--- src/rtl/load_store_unit.sv ---
// -----------------------------------------------------------------------------
// load_store_unit
//
// Multi-cycle load/store unit sitting between the execute stage and a
// handshaked data memory. One access at a time: the request is latched in
// IDLE, presented to memory in ACCESS until mem_ready, and completion is
// signalled with a one-cycle done pulse in DONE. Stores get byte-lane strobes
// and lane-replicated write data; loads are lane-selected, sign/zero-extended
// and registered into data_out.
//
// Optional feature (macro LSU_MISALIGN_TRAP_EN):
//   defined   : misaligned half/word accesses skip memory, go straight to DONE
//               and raise misalign for that cycle; data_out is untouched.
//   undefined : misalign is tied low and misaligned accesses are forced
//               aligned (half uses addr[1] only, word ignores addr[1:0]).
//
// Ports:
//   clk, rst            clock, synchronous active-high reset
//   mem_read/mem_write  request from execute stage (read wins if both)
//   funct3              size/sign (000 b, 001 h, 010 w, 100 bu, 101 hu)
//   addr, store_data    byte address and store operand
//   stall               combinational pipeline hold
//   done, misalign      one-cycle completion pulse and misalign flag
//   data_out            registered, formatted load result
//   mem_req/we/addr/wdata/wstrb  memory request side (registered)
//   mem_ready, mem_rdata          memory response side
// -----------------------------------------------------------------------------
module load_store_unit #(
  parameter int ADDR_W = 32,
  parameter int DATA_W = 32
) (
  input  logic              clk,
  input  logic              rst,
  input  logic              mem_read,
  input  logic              mem_write,
  input  logic [2:0]        funct3,
  input  logic [ADDR_W-1:0] addr,
  input  logic [DATA_W-1:0] store_data,
  output logic              stall,
  output logic              done,
  output logic              misalign,
  output logic [DATA_W-1:0] data_out,
  output logic              mem_req,
  output logic              mem_we,
  output logic [ADDR_W-1:0] mem_addr,
  output logic [DATA_W-1:0] mem_wdata,
  output logic [3:0]        mem_wstrb,
  input  logic              mem_ready,
  input  logic [DATA_W-1:0] mem_rdata
);

  typedef enum logic [1:0] {
    ST_IDLE   = 2'd0,
    ST_ACCESS = 2'd1,
    ST_DONE   = 2'd2
  } state_t;

  state_t              state_r;
  state_t              state_next_s;
  logic                req_s;
  logic                accept_s;
  logic                stall_s;
  logic                misaligned_s;

  logic                mem_req_r;
  logic                mem_we_r;
  logic [ADDR_W-1:0]   mem_addr_r;
  logic [DATA_W-1:0]   mem_wdata_r;
  logic [3:0]          mem_wstrb_r;
  logic [2:0]          funct3_r;
  logic [1:0]          lane_r;
  logic                is_load_r;
  logic                done_r;
  logic                misalign_r;
  logic [DATA_W-1:0]   data_out_r;

  // Byte-lane enables for a store; funct3[1:0] of 10/11 is treated as word.
  function automatic logic [3:0] store_strb(input logic [2:0] f3,
                                            input logic [1:0] lane);
    logic [3:0] strb;
    case (f3[1:0])
      2'b00:   strb = 4'b0001 << lane;
      2'b01:   strb = lane[1] ? 4'b1100 : 4'b0011;
      default: strb = 4'b1111;
    endcase
    return strb;
  endfunction

  // Replicate the sub-word operand across every lane so any strobe lines up.
  function automatic logic [DATA_W-1:0] store_wdata(input logic [2:0]        f3,
                                                    input logic [DATA_W-1:0] d);
    logic [DATA_W-1:0] w;
    case (f3[1:0])
      2'b00:   w = {4{d[7:0]}};
      2'b01:   w = {2{d[15:0]}};
      default: w = d;
    endcase
    return w;
  endfunction

  // Lane select plus sign/zero extension; funct3[2] selects zero extension.
  function automatic logic [DATA_W-1:0] format_load(input logic [2:0]        f3,
                                                    input logic [1:0]        lane,
                                                    input logic [DATA_W-1:0] rd);
    logic [7:0]        b;
    logic [15:0]       h;
    logic [DATA_W-1:0] r;
    b = rd[{lane, 3'b000} +: 8];
    h = lane[1] ? rd[31:16] : rd[15:0];
    case (f3[1:0])
      2'b00:   r = f3[2] ? {{(DATA_W-8){1'b0}}, b}  : {{(DATA_W-8){b[7]}}, b};
      2'b01:   r = f3[2] ? {{(DATA_W-16){1'b0}}, h} : {{(DATA_W-16){h[15]}}, h};
      default: r = rd;
    endcase
    return r;
  endfunction

  assign req_s = mem_read | mem_write;

`ifdef LSU_MISALIGN_TRAP_EN
  // Detect half/word accesses that do not sit on their natural boundary.
  always_comb begin
    misaligned_s = 1'b0;
    case (funct3[1:0])
      2'b00:   misaligned_s = 1'b0;
      2'b01:   misaligned_s = addr[0];
      default: misaligned_s = (addr[1:0] != 2'b00);
    endcase
  end
`else
  assign misaligned_s = 1'b0;
`endif

  // Next-state logic, request acceptance and pre-reset stall.
  always_comb begin
    state_next_s = state_r;
    accept_s     = 1'b0;
    stall_s      = 1'b0;
    case (state_r)
      ST_IDLE: begin
        if (req_s) begin
          stall_s = 1'b1;
          if (misaligned_s) begin
            state_next_s = ST_DONE;
          end else begin
            state_next_s = ST_ACCESS;
            accept_s     = 1'b1;
          end
        end else begin
          state_next_s = ST_IDLE;
        end
      end
      ST_ACCESS: begin
        stall_s = 1'b1;
        if (mem_ready) begin
          state_next_s = ST_DONE;
        end else begin
          state_next_s = ST_ACCESS;
        end
      end
      ST_DONE: begin
        state_next_s = ST_IDLE;
      end
      default: begin
        state_next_s = ST_IDLE;
      end
    endcase
  end

  // State register.
  always_ff @(posedge clk) begin
    if (rst) begin
      state_r <= ST_IDLE;
    end else begin
      state_r <= state_next_s;
    end
  end

  // Latch the accepted request; these drive mem_* and stay stable in ACCESS.
  always_ff @(posedge clk) begin
    if (rst) begin
      mem_we_r    <= 1'b0;
      mem_addr_r  <= {ADDR_W{1'b0}};
      mem_wdata_r <= {DATA_W{1'b0}};
      mem_wstrb_r <= 4'b0000;
      funct3_r    <= 3'b000;
      lane_r      <= 2'b00;
      is_load_r   <= 1'b0;
    end else if (accept_s) begin
      // Read wins when both requests are raised together.
      mem_we_r    <= ~mem_read;
      mem_addr_r  <= {addr[ADDR_W-1:2], 2'b00};
      mem_wdata_r <= mem_read ? {DATA_W{1'b0}} : store_wdata(funct3, store_data);
      mem_wstrb_r <= mem_read ? 4'b0000 : store_strb(funct3, addr[1:0]);
      funct3_r    <= funct3;
      lane_r      <= addr[1:0];
      is_load_r   <= mem_read;
    end
  end

  // Memory request is high exactly while in ACCESS.
  always_ff @(posedge clk) begin
    if (rst) begin
      mem_req_r <= 1'b0;
    end else begin
      mem_req_r <= (state_next_s == ST_ACCESS);
    end
  end

  // Completion pulse and misalign flag, both valid only in DONE.
  always_ff @(posedge clk) begin
    if (rst) begin
      done_r     <= 1'b0;
      misalign_r <= 1'b0;
    end else begin
      done_r     <= (state_next_s == ST_DONE);
      misalign_r <= (state_r == ST_IDLE) && req_s && misaligned_s;
    end
  end

  // Load result capture on the accepting edge; stores leave it untouched.
  always_ff @(posedge clk) begin
    if (rst) begin
      data_out_r <= {DATA_W{1'b0}};
    end else if ((state_r == ST_ACCESS) && mem_ready && is_load_r) begin
      data_out_r <= format_load(funct3_r, lane_r, mem_rdata);
    end
  end

  assign stall     = stall_s & ~rst;
  assign done      = done_r;
  assign misalign  = misalign_r;
  assign data_out  = data_out_r;
  assign mem_req   = mem_req_r;
  assign mem_we    = mem_we_r;
  assign mem_addr  = mem_addr_r;
  assign mem_wdata = mem_wdata_r;
  assign mem_wstrb = mem_wstrb_r;

endmodule

--- config.mk ---
export PLATFORM = sky130hd
export DESIGN_NAME = load_store_unit
export DESIGN_NICKNAME = d
export VERILOG_FILES = /design/src/rtl/load_store_unit.sv
export SDC_FILE = /design/constraint.sdc
export NUM_CORES = 1
export LEC_CHECK = 0
export CORE_UTILIZATION = 43
export DETAILED_ROUTE_END_ITERATION = 8
export PLACE_DENSITY_LB_ADDON = 0.3
export RECOVER_POWER = 100
export SLEW_MARGIN = 20
export SYNTH_ARGS = -nofsm -noshare
export SYNTH_HDL_FRONTEND = slang
export SYNTH_SLANG_ARGS = --single-unit
--- constraint.sdc ---
create_clock -name clk -period 2.8 [get_ports clk]
set_clock_uncertainty 0.1 [all_clocks]
set_input_delay 0.84 -clock clk [delete_from_list [all_inputs] [get_ports clk]]
set_output_delay 0.84 -clock clk [all_outputs]
set_load 0.01 [all_outputs]
==> flow_summary.toml, run 1 <==
[run_status]
outcome = "complete, no violations"

[synth]
synth-edff-count = 0
netlist_area_sq_um = 4830
ys_types = 41
synthFlopType = "dfxtp_1"
muxShareOfSynthArea_pct = 11.4
ys_seq_elements = 109
postSynth.asyncResetShare_pct = 0
synth_fa_ha_area_share_pct = 0
synth_top_family_by_area = "simple AND/OR/NAND/NOR gates"
synth.avg_cell_area_sq_um = 8.53
yosys.area_share.simple_pct = 21.5
seq_area_frac_synth_pct = 45.1
ys_warn_count = 0
synth_xor_area_share_pct = 0
postSynthCellCount = 567
synth_compound_area_share_pct = 16.6

[sta]
period_share_pct = 98.4
slew_violations = 0
fmax_ghz = 0.363
setup_viol = 0
whs_ns = 0.353
tightest_slew_ns = 0.650
rsz0062_at_grt = "no"
hold_viol = 0
slew_headroom_pct = 56.6
fin_crit_ns = 2.76
setup_ws_ns = 0.0438

[global_routing]
grt_max_degree = 55
antenna_found_initial = 0
grt_pass1_wl_mm = 22.8
grt_usage_pct = 25.0
overflow = 0
first_global_vias = 4676

[clocking]
cts_buffer_depth = 2
root_buffer = "clkbuf_8"
cts_tree = "done"
cts.clk_slew.worst_paths_ns = 0.09
cts_sinks = 109
worstSkewPairLatency_ns = 0.37
cts_buffers = 9
cts_setup_buffers = 0
ctsHtreeMaxLevel = 3

[pwr]
power_leakage_nw = 2.94
peakVddDrop_v = 0.000364
p_total_mw = 3.55
pwr_density_cell_nw_per_um2 = 491

[floorplan]
die_w_um = 108
initial_core_util_pct = 44.4
core_sq_um = 10900
pin_count = 209
die_area_sq_um = 11700
num_rows = 38
die_y_um = 108

[layout]
diodes = 0
final_nets = 858
fin_cells = 899
final_area_sq_um = 7230
num-fill-cells = 923
drive_gt1_share_pct = 9.22
register_area_sq_um = 2180
multi_input_area_sq_um = 2400
syn2layout_area_growth_pct = 49.6

[worst_setup_path]
worstPathMaxFanout = 2
path_class = "in2out"
cpPeakStageDelay_ns = 0.51
required_ns = 1.86
startpoint_type = "input port"
crit_chain = "clkdlybuf4s50_1 -> nor3_2 -> nor3_1 -> clkdlybuf4s15_1"
crit_arrival_ns = 1.82
cp_slowest_cell = "clkdlybuf4s50_1"
worstSetupEndpointType = "output pin"

[min_path]
hp-class = "reg2reg"

[detailed_routing]
drt-total-wl_mm = 14.6
drt_pre_antenna_iters = 4
wl_per_cell_um = 16.3
drc_errors = 0
antenna_left = 0
via_count = 4751
viasPerCell = 5.28
first_iter_violations = 260

[placed_design]
dp_hpwl_mm = 10.8
pre_cts_ws_ns = -0.222
dp_cells = 883
portBuffers = 205
placed_cell_area_sq_um = 7040
gp_congestion = 0.866

[job]
maxCapViolCount = 0
==> state kept, by name (all words and copies together), names as in the netlist <==
signal and cells:
is_load_r 1, mem_addr 30, funct3_r 3, mem_wstrb 4, lane_r 2, mem_req 1
done 1, data_out 32, state_r 2, mem_wdata 32, mem_we 1
==> logic make-up (layout without fill, tap and decap cells) <==
family / after synthesis / after routing
and+or+nand+nor: 227 / 227
other: 1 / 3
muxes: 52 / 52
buffers and inverters: 55 / 245
DFF: 109 / 109
AOI/OAI and AO/OA: 123 / 123
==> path summary, 6_finish.rpt <==
path	from	endpoint	slack (ns)	cells past startpoint
max	mem_write	stall	0.04	4
min	mem_wdata[6]$_SDFFE_PP0P_	mem_wdata[6]$_SDFFE_PP0P_	0.35	2
max reg2reg	lane_r[1]$_SDFFE_PP0P_	data_out[30]$_SDFFE_PP0P_	0.55	5
min reg2reg	mem_wdata[6]$_SDFFE_PP0P_	mem_wdata[6]$_SDFFE_PP0P_	0.35	2
==> through the flow <==
| step | setup TNS, ns | util, % |
|---|---|---|
| 2_1_floorplan | 0 | - |
| 4_1_cts | 0 | 66.9 |
| 6_report | 0 | 66.4 |
| 3_5_place_dp | -2.57 | 64.6 |
| 5_1_grt | 0 | 66.4 |
| 3_3_place_gp | -1.31 | 64.6 |
==> Yosys cell counts, types with 3 or more instances <==
library cell    n  area [sq um]
a211oi_1       17           128
a21oi_1        53           265
a221o_1         7          70.1
a221oi_1        7          61.3
a22oi_1         9          67.6
a31oi_1         7          43.8
buf_2          10          50.1
buf_4           3          22.5
buf_6           3          33.8
clkbuf_1       36           135
dfxtp_1       109          2180
mux2_2         25           282
mux2i_1        26           260
nand2_1       114           428
nand2b_1        3          18.8
nand3_1        14          70.1
nand3b_1       24           180
nor2_1         51           191
nor3_1          3          15.0
o21ai_0        11          55.1
o21ai_2         8          70.1
or3_1           3          18.8
==> report_power, final <==
part | internal (mW) | switching [mW]
clock | 0.601 | 0.510
combinational | 0.385 | 0.366
sequential | 1.64 | 0.0519
==> worst max-delay path, delay by kind of cell <==
| kind | cells | cell delay, ns |
|---|---|---|
| buffers and inverters | 2 | 0.78 |
| and+or+nand+nor | 2 | 0.19 |
==> final cells by class <==
class,count,area share [%]
sequential,109,30.2
tap,140,2.42
timing repair buffer,227,30.8
clock inverter,3,0.899
clock buffer,13,2.47
inverter,2,0.104
multi-input combinational,405,33.2
==> cell usage in the layout, fill, tap and decap left out, types with 2 or more instances in the layout <==
cell type	n
nand3b_1	24
nor2b_1	2
nor2_1	51
a221o_1	7
and3_1	2
or3_1	2
mux2i_1	26
nand3_1	14
dlygate4sd3_1	102
clkdlybuf4s50_1	101
mux2_1	2
conb_1	3
nand2_1	114
dfxtp_1	109
o21ai_0	18
mux2_2	24
a211oi_1	17
nand4b_1	2
a31oi_1	7
a21oi_1	53
bufinv_16	2
a221oi_1	7
nand2b_1	3
clkbuf_4	2
buf_4	17
nor3_1	2
a22oi_1	9
nor4bb_1	2
clkbuf_8	13
inv_1	2
==> layer usage <==
metal	track usage, %	vias to the layer above	wire, um
met4	9.39	0	276
met3	7.96	22	1260
met5	0	-	0
met2	43.0	177	7250
met1	28.9	2224	5830
li1	-	2328	-
==> what timing repair did <==
| action | CTS | global route |
|---|---|---|
| gates cloned | 0 | 0 |
| resized for setup | 1 | 2 |
| hold buffers | 0 | 0 |
| setup endpoints to repair | 1 | 1 |
Note: power is estimated with default switching activity, not from simulation.
==> run 2, diff against run 1 <==
- HOLD_SLACK_MARGIN: not set -> 0.06
- PLACE_DENSITY: not set -> 0.81
- PLACE_DENSITY_LB_ADDON: 0.3 -> not set
==> run 2 against run 1 <==
Net effect:
- final cell count did not move
- worst hold slack better by 0.0025 ns
- fmax up 0.55%
- design area shrank 0.19%
- utilization decreased by 0.13 points
- sequential share of layout area grew 0.057 points
- worst setup slack better by 0.015 ns
- register-to-register slack better by 0.12 ns
- clock-buffer cell count down 2
- first-iteration DRC count decreased by 11%
- critical endpoint unchanged
==> flow_summary.toml, run 2 (synthesis results as in run 1) <==
[run_status]
outcome = "complete, no violations"

[sta]
timing.setup.tns_ns = 0
slew_violations = 0
period_share_pct = 97.9
tightest_slew_ns = 0.680
hold_viol = 0
rsz0062_at_grt = "no"
slew_headroom_pct = 54.7
fin_crit_ns = 2.74
setup_ws_ns = 0.0588
setup_viol = 0
fmax_ghz = 0.365

[worst_setup_path]
r2r_setup_slack_ns = 0.67
worstPathMaxFanout = 2
crit_chain = "clkdlybuf4s50_1 -> nor3_2 -> nor3_1 -> clkdlybuf4s15_1"
cp_slowest_cell = "clkdlybuf4s50_1"
critical_path_buf_inv_count = 2
path_class = "in2out"
startpoint_type = "input port"
crit_family = "buffers and inverters"
worstSetupEndpointType = "output pin"
cpPeakStageDelay_ns = 0.52
required_ns = 1.86
crit_arrival_ns = 1.80

[pwr]
p_int_mw = 2.67
comb_power_share_pct = 20.7
clkPwrFrac_pct = 32.6
peakVddDrop_v = 0.000523
pwr_density_cell_nw_per_um2 = 502
power_leakage_nw = 2.92
switchingPower_uw = 955
p_sw_share_pct = 26.3
p_seq_share_pct = 46.6

[layout]
final_nets = 858
mostFrequentLayoutCell = "nand2_1"
num-fill-cells = 907
diodes = 0
syn2layout_area_growth_pct = 49.4
final_util_pct = 66.3
register_area_sq_um = 2180
fin_cells = 899
multi_input_area_sq_um = 2380
final_cell_mix = "nand2_1 (114), dfxtp_1 (109), dlygate4sd3_1 (103), clkdlybuf4s50_1 (100), a21oi_1 (54)"
drive_gt1_share_pct = 8.96

[placed_design]
dp_cells = 883
portBuffers = 205
gp_congestion = 0.839
dp_hpwl_mm = 10.9
pre_cts_ws_ns = -0.256

[detailed_routing]
viasPerCell = 5.39
drt_pre_antenna_iters = 7
drt-total-wl_mm = 15.0
antenna_left = 0
via_count = 4847
drc_errors = 0
first_iter_violations = 231
wl_per_cell_um = 16.6

[clocking]
cts_buffers = 9
cts_buffer_depth = 2
cts_sinks = 109
cts_tree = "done"
ctsHoldBuffers = 0
worstSkewPairLatency_ns = 0.39
ctsHtreeMaxLevel = 3
cts_setup_buffers = 0
root_buffer = "clkbuf_8"
cts.clk_slew.worst_paths_ns = 0.10

[floorplan]
die_area_sq_um = 11700
die_w_um = 108
core_sq_um = 10900
die_y_um = 108
pin_count = 209
num_rows = 38
initial_core_util_pct = 44.4

[job]
maxCapViolCount = 0

[global_routing]
grt_max_degree = 68
antenna_found_initial = 0
overflow = 0
first_global_vias = 4721
grt_usage_pct = 26.2
grt_pass1_wl_mm = 23.7

[min_path]
hp-class = "reg2reg"
-- run 2: layer usage --
layer  global-route usage, %  vias to the layer above  part of all wire (%)
met4                    11.2                        0                   2.9
li1                        -                     2339                     -
met3                    9.46                       37                    10
met2                    44.4                      217                    48
met5                       0                        -                     0
met1                    29.6                     2254                    39
-- run 2: worst paths after layout --
check                                               from                         to  depth (start not counted)
worst max-delay path                           mem_write                      stall                          4
worst min-delay path            mem_addr[9]$_SDFFE_PP0P_   mem_addr[9]$_SDFFE_PP0P_                          2
worst max register to register    lane_r[1]$_SDFFE_PP0P_  data_out[30]$_SDFFE_PP0P_                          5
worst min register to register  mem_addr[9]$_SDFFE_PP0P_   mem_addr[9]$_SDFFE_PP0P_                          2
-- run 2: power by group through the flow --
stage	clock (mW)	combinational (mW)	sequential (mW)
after floorplan	0	0.344	1.75
after global placement	0	0.786	1.72
after detailed placement	0	0.800	1.73
after CTS	1.21	0.805	1.69
after global routing	1.27	0.819	1.70
final	1.18	0.751	1.69
-- run 2: per-stage QoR --
stage | power (mW) | area, sq um | hold WS, ns
after floorplan | 2.10 | 4840 | 0.350
after global placement | 2.51 | 7050 | 0.339
after detailed placement | 2.53 | 7050 | 0.343
after CTS | 3.71 | 7310 | 0.358
after global routing | 3.79 | 7220 | 0.371
final | 3.62 | 7220 | 0.355
-- run 2: worst register-to-register path, cell delays in order, from the launching register on --
cell and delay [ns]:
dfxtp_1 0.46, mux2_1 0.37, mux2_2 0.26, a21oi_1 0.25, clkbuf_1 0.41, a211oi_1 0.15
-- run 2: layout make-up --
type / instances / area share [%]
inverters: 2 / 0.104
well taps: 140 / 2.43
flip-flops and latches: 109 / 30.2
repair buffers: 227 / 30.7
multi-input cells: 405 / 33.0
clock inverters: 5 / 1.47
clock buffers: 11 / 2.10
-- run 2: timing repair --
item | CTS | global route
pin swaps | 0 | 0
setup endpoints to repair | 1 | 1
resized for setup | 1 | 2
==> run 3, diff against run 2 <==
- CORE_UTILIZATION: 43 -> 46
- HOLD_SLACK_MARGIN: 0.06 -> 0.1
- PLACE_DENSITY: 0.81 -> 0.86
- clock period: 2.8 -> 3.51 ns (I/O delays scaled with it)
==> run 3 against run 2 <==
Net effect:
- utilization is 2.9 points higher
- first-iteration DRC count shrank 20%
- sequential share of layout area grew 0.46 points
- critical path depth unchanged
- sequential power is 20% lower
- die area decreased by 6.4%
- final cell count is 1.3% lower
- combinational power down 22%
- worst hold slack lost 0.0017 ns
- flip-flop and latch count stayed put
- critical endpoint unchanged
- largest cell class unchanged
==> flow_summary.toml, run 3 (synthesis results as in run 1) <==
[detailed_routing]
first_iter_violations = 185
drt_pre_antenna_iters = 4
drc_errors = 0
wl_per_cell_um = 16.4
viasPerCell = 5.40
via_count = 4788
drt-total-wl_mm = 14.6
antenna_left = 0

[sta]
tightest_slew_ns = 0.991
fin_crit_ns = 3.29
slew_headroom_pct = 33.5
slew_violations = 0
period_share_pct = 93.8
fmax_ghz = 0.304
setup_viol = 0
hold_viol = 0
rsz0062_at_grt = "no"

[global_routing]
grt_pass1_wl_mm = 22.8
first_global_vias = 4800
overflow = 0
grtUsageMet3_pct = 10.2
antenna_found_initial = 0
busiest_layer = "met2"
grt_max_degree = 58
use_met2_pct = 44.7
use_met1_pct = 30.0
grt_usage_pct = 26.5

[clocking]
cts_buffers = 9
ctsHtreeMaxLevel = 3
cts_setup_buffers = 0
worstSkewPairLatency_ns = 0.39
cts_buffer_depth = 2
ctsResizeCount = 1
cts_sinks = 109
cts_tree = "done"
ctsHoldBuffers = 0
cts.clk_slew.worst_paths_ns = 0.10
root_buffer = "clkbuf_8"

[floorplan]
num_rows = 37
core_sq_um = 10300
die_area_sq_um = 10900
die_y_um = 105
pin_count = 209
initial_core_util_pct = 47.0
die_w_um = 105

[pwr]
power_leakage_nw = 2.87
switchingPower_uw = 772
p_seq_share_pct = 48.2
pwr_density_cell_nw_per_um2 = 394
clkPwrFrac_pct = 30.9
p_int_mw = 2.03
comb_power_share_pct = 20.9
peakVddDrop_v = 0.000364
p_sw_share_pct = 27.5

[placed_design]
gp_congestion = 0.866
portBuffers = 205
dp_cells = 871
dp_hpwl_mm = 10.7
placed_cell_area_sq_um = 6950

[worst_setup_path]
critical_path_buf_inv_count = 2
cp_slowest_cell = "dlygate4sd3_1"
required_ns = 2.36
crit_arrival_ns = 2.14
cpPeakStageDelay_ns = 0.56
crit_family = "buffers and inverters"
startpoint_type = "input port"
path_class = "in2out"
worstSetupEndpointType = "output pin"
crit_chain = "dlygate4sd3_1 -> nor3_1 -> nor3_1 -> dlygate4sd2_1"
cpMostUsedCell = "nor3_1"
worstPathMaxFanout = 2

[layout]
num-fill-cells = 839
register_area_sq_um = 2180
fin_cells = 887
mostFrequentLayoutCell = "nand2_1"
diodes = 0
final_cell_mix = "nand2_1 (114), dfxtp_1 (109), dlygate4sd3_1 (104), clkdlybuf4s50_1 (99), a21oi_1 (53)"
syn2layout_area_growth_pct = 47.1
drive_gt1_share_pct = 8.12
final_nets = 850
multi_input_area_sq_um = 2380
final_area_sq_um = 7110

[job]
maxCapViolCount = 0

[run_status]
outcome = "complete, no violations"

[min_path]
hp-class = "reg2reg"
[run 3: cell type report]
class / count / share of cell area, %
Clock inverter: 6 / 1.32
Tap cell: 136 / 2.39
Clock buffer: 10 / 1.94
Inverter: 2 / 0.106
Timing Repair Buffer: 219 / 30.1
Multi-Input combinational cell: 405 / 33.4
Sequential cell: 109 / 30.7
[run 3: tightest hold or removal path: cells and delay by family (launching register included)]
kind	cells	cell delay, ns
flops	1	0.32
simple gates	1	0.05
compound gates	1	0.05
[run 3: metrics by stage]
step	utilization, %	hold WS [ns]	setup TNS, ns	setup slack (ns)	power (mW)
2_1_floorplan	-	0.350	0	0.448	1.67
3_3_place_gp	67.6	0.339	0	0.0292	1.98
3_5_place_dp	67.6	0.345	-0.00893	-0.00893	2.00
4_1_cts	69.8	0.361	0	0.264	2.87
5_1_grt	69.2	0.375	0	0.159	2.93
6_report	69.2	0.354	0	0.216	2.80
[run 3: power groups by stage]
| stage | Clock, mW | Combinational (mW) | Sequential, mW |
|---|---|---|---|
| floorplan | 0 | 0.274 | 1.40 |
| global placement | 0 | 0.607 | 1.38 |
| detailed placement | 0 | 0.621 | 1.38 |
| CTS | 0.890 | 0.624 | 1.35 |
| global route | 0.932 | 0.634 | 1.36 |
| finish | 0.867 | 0.587 | 1.35 |
[run 3: worst paths after layout]
kind,start,endpoint,slack (ns),cells after the start
max,mem_write,stall,0.22,4
min,mem_wstrb[1]$_SDFFE_PP0P_,mem_wstrb[1]$_SDFFE_PP0P_,0.35,2
max reg2reg,state_r[0]$_SDFF_PP0_,data_out[14]$_SDFFE_PP0P_,1.17,4
min reg2reg,mem_wstrb[1]$_SDFFE_PP0P_,mem_wstrb[1]$_SDFFE_PP0P_,0.35,2
[run 3: per-layer routing]
layer	vias up	part of all wire (%)
met5	-	0
met4	0	1.9
met2	225	48
met1	2230	40
met3	22	9.5
li1	2311	-
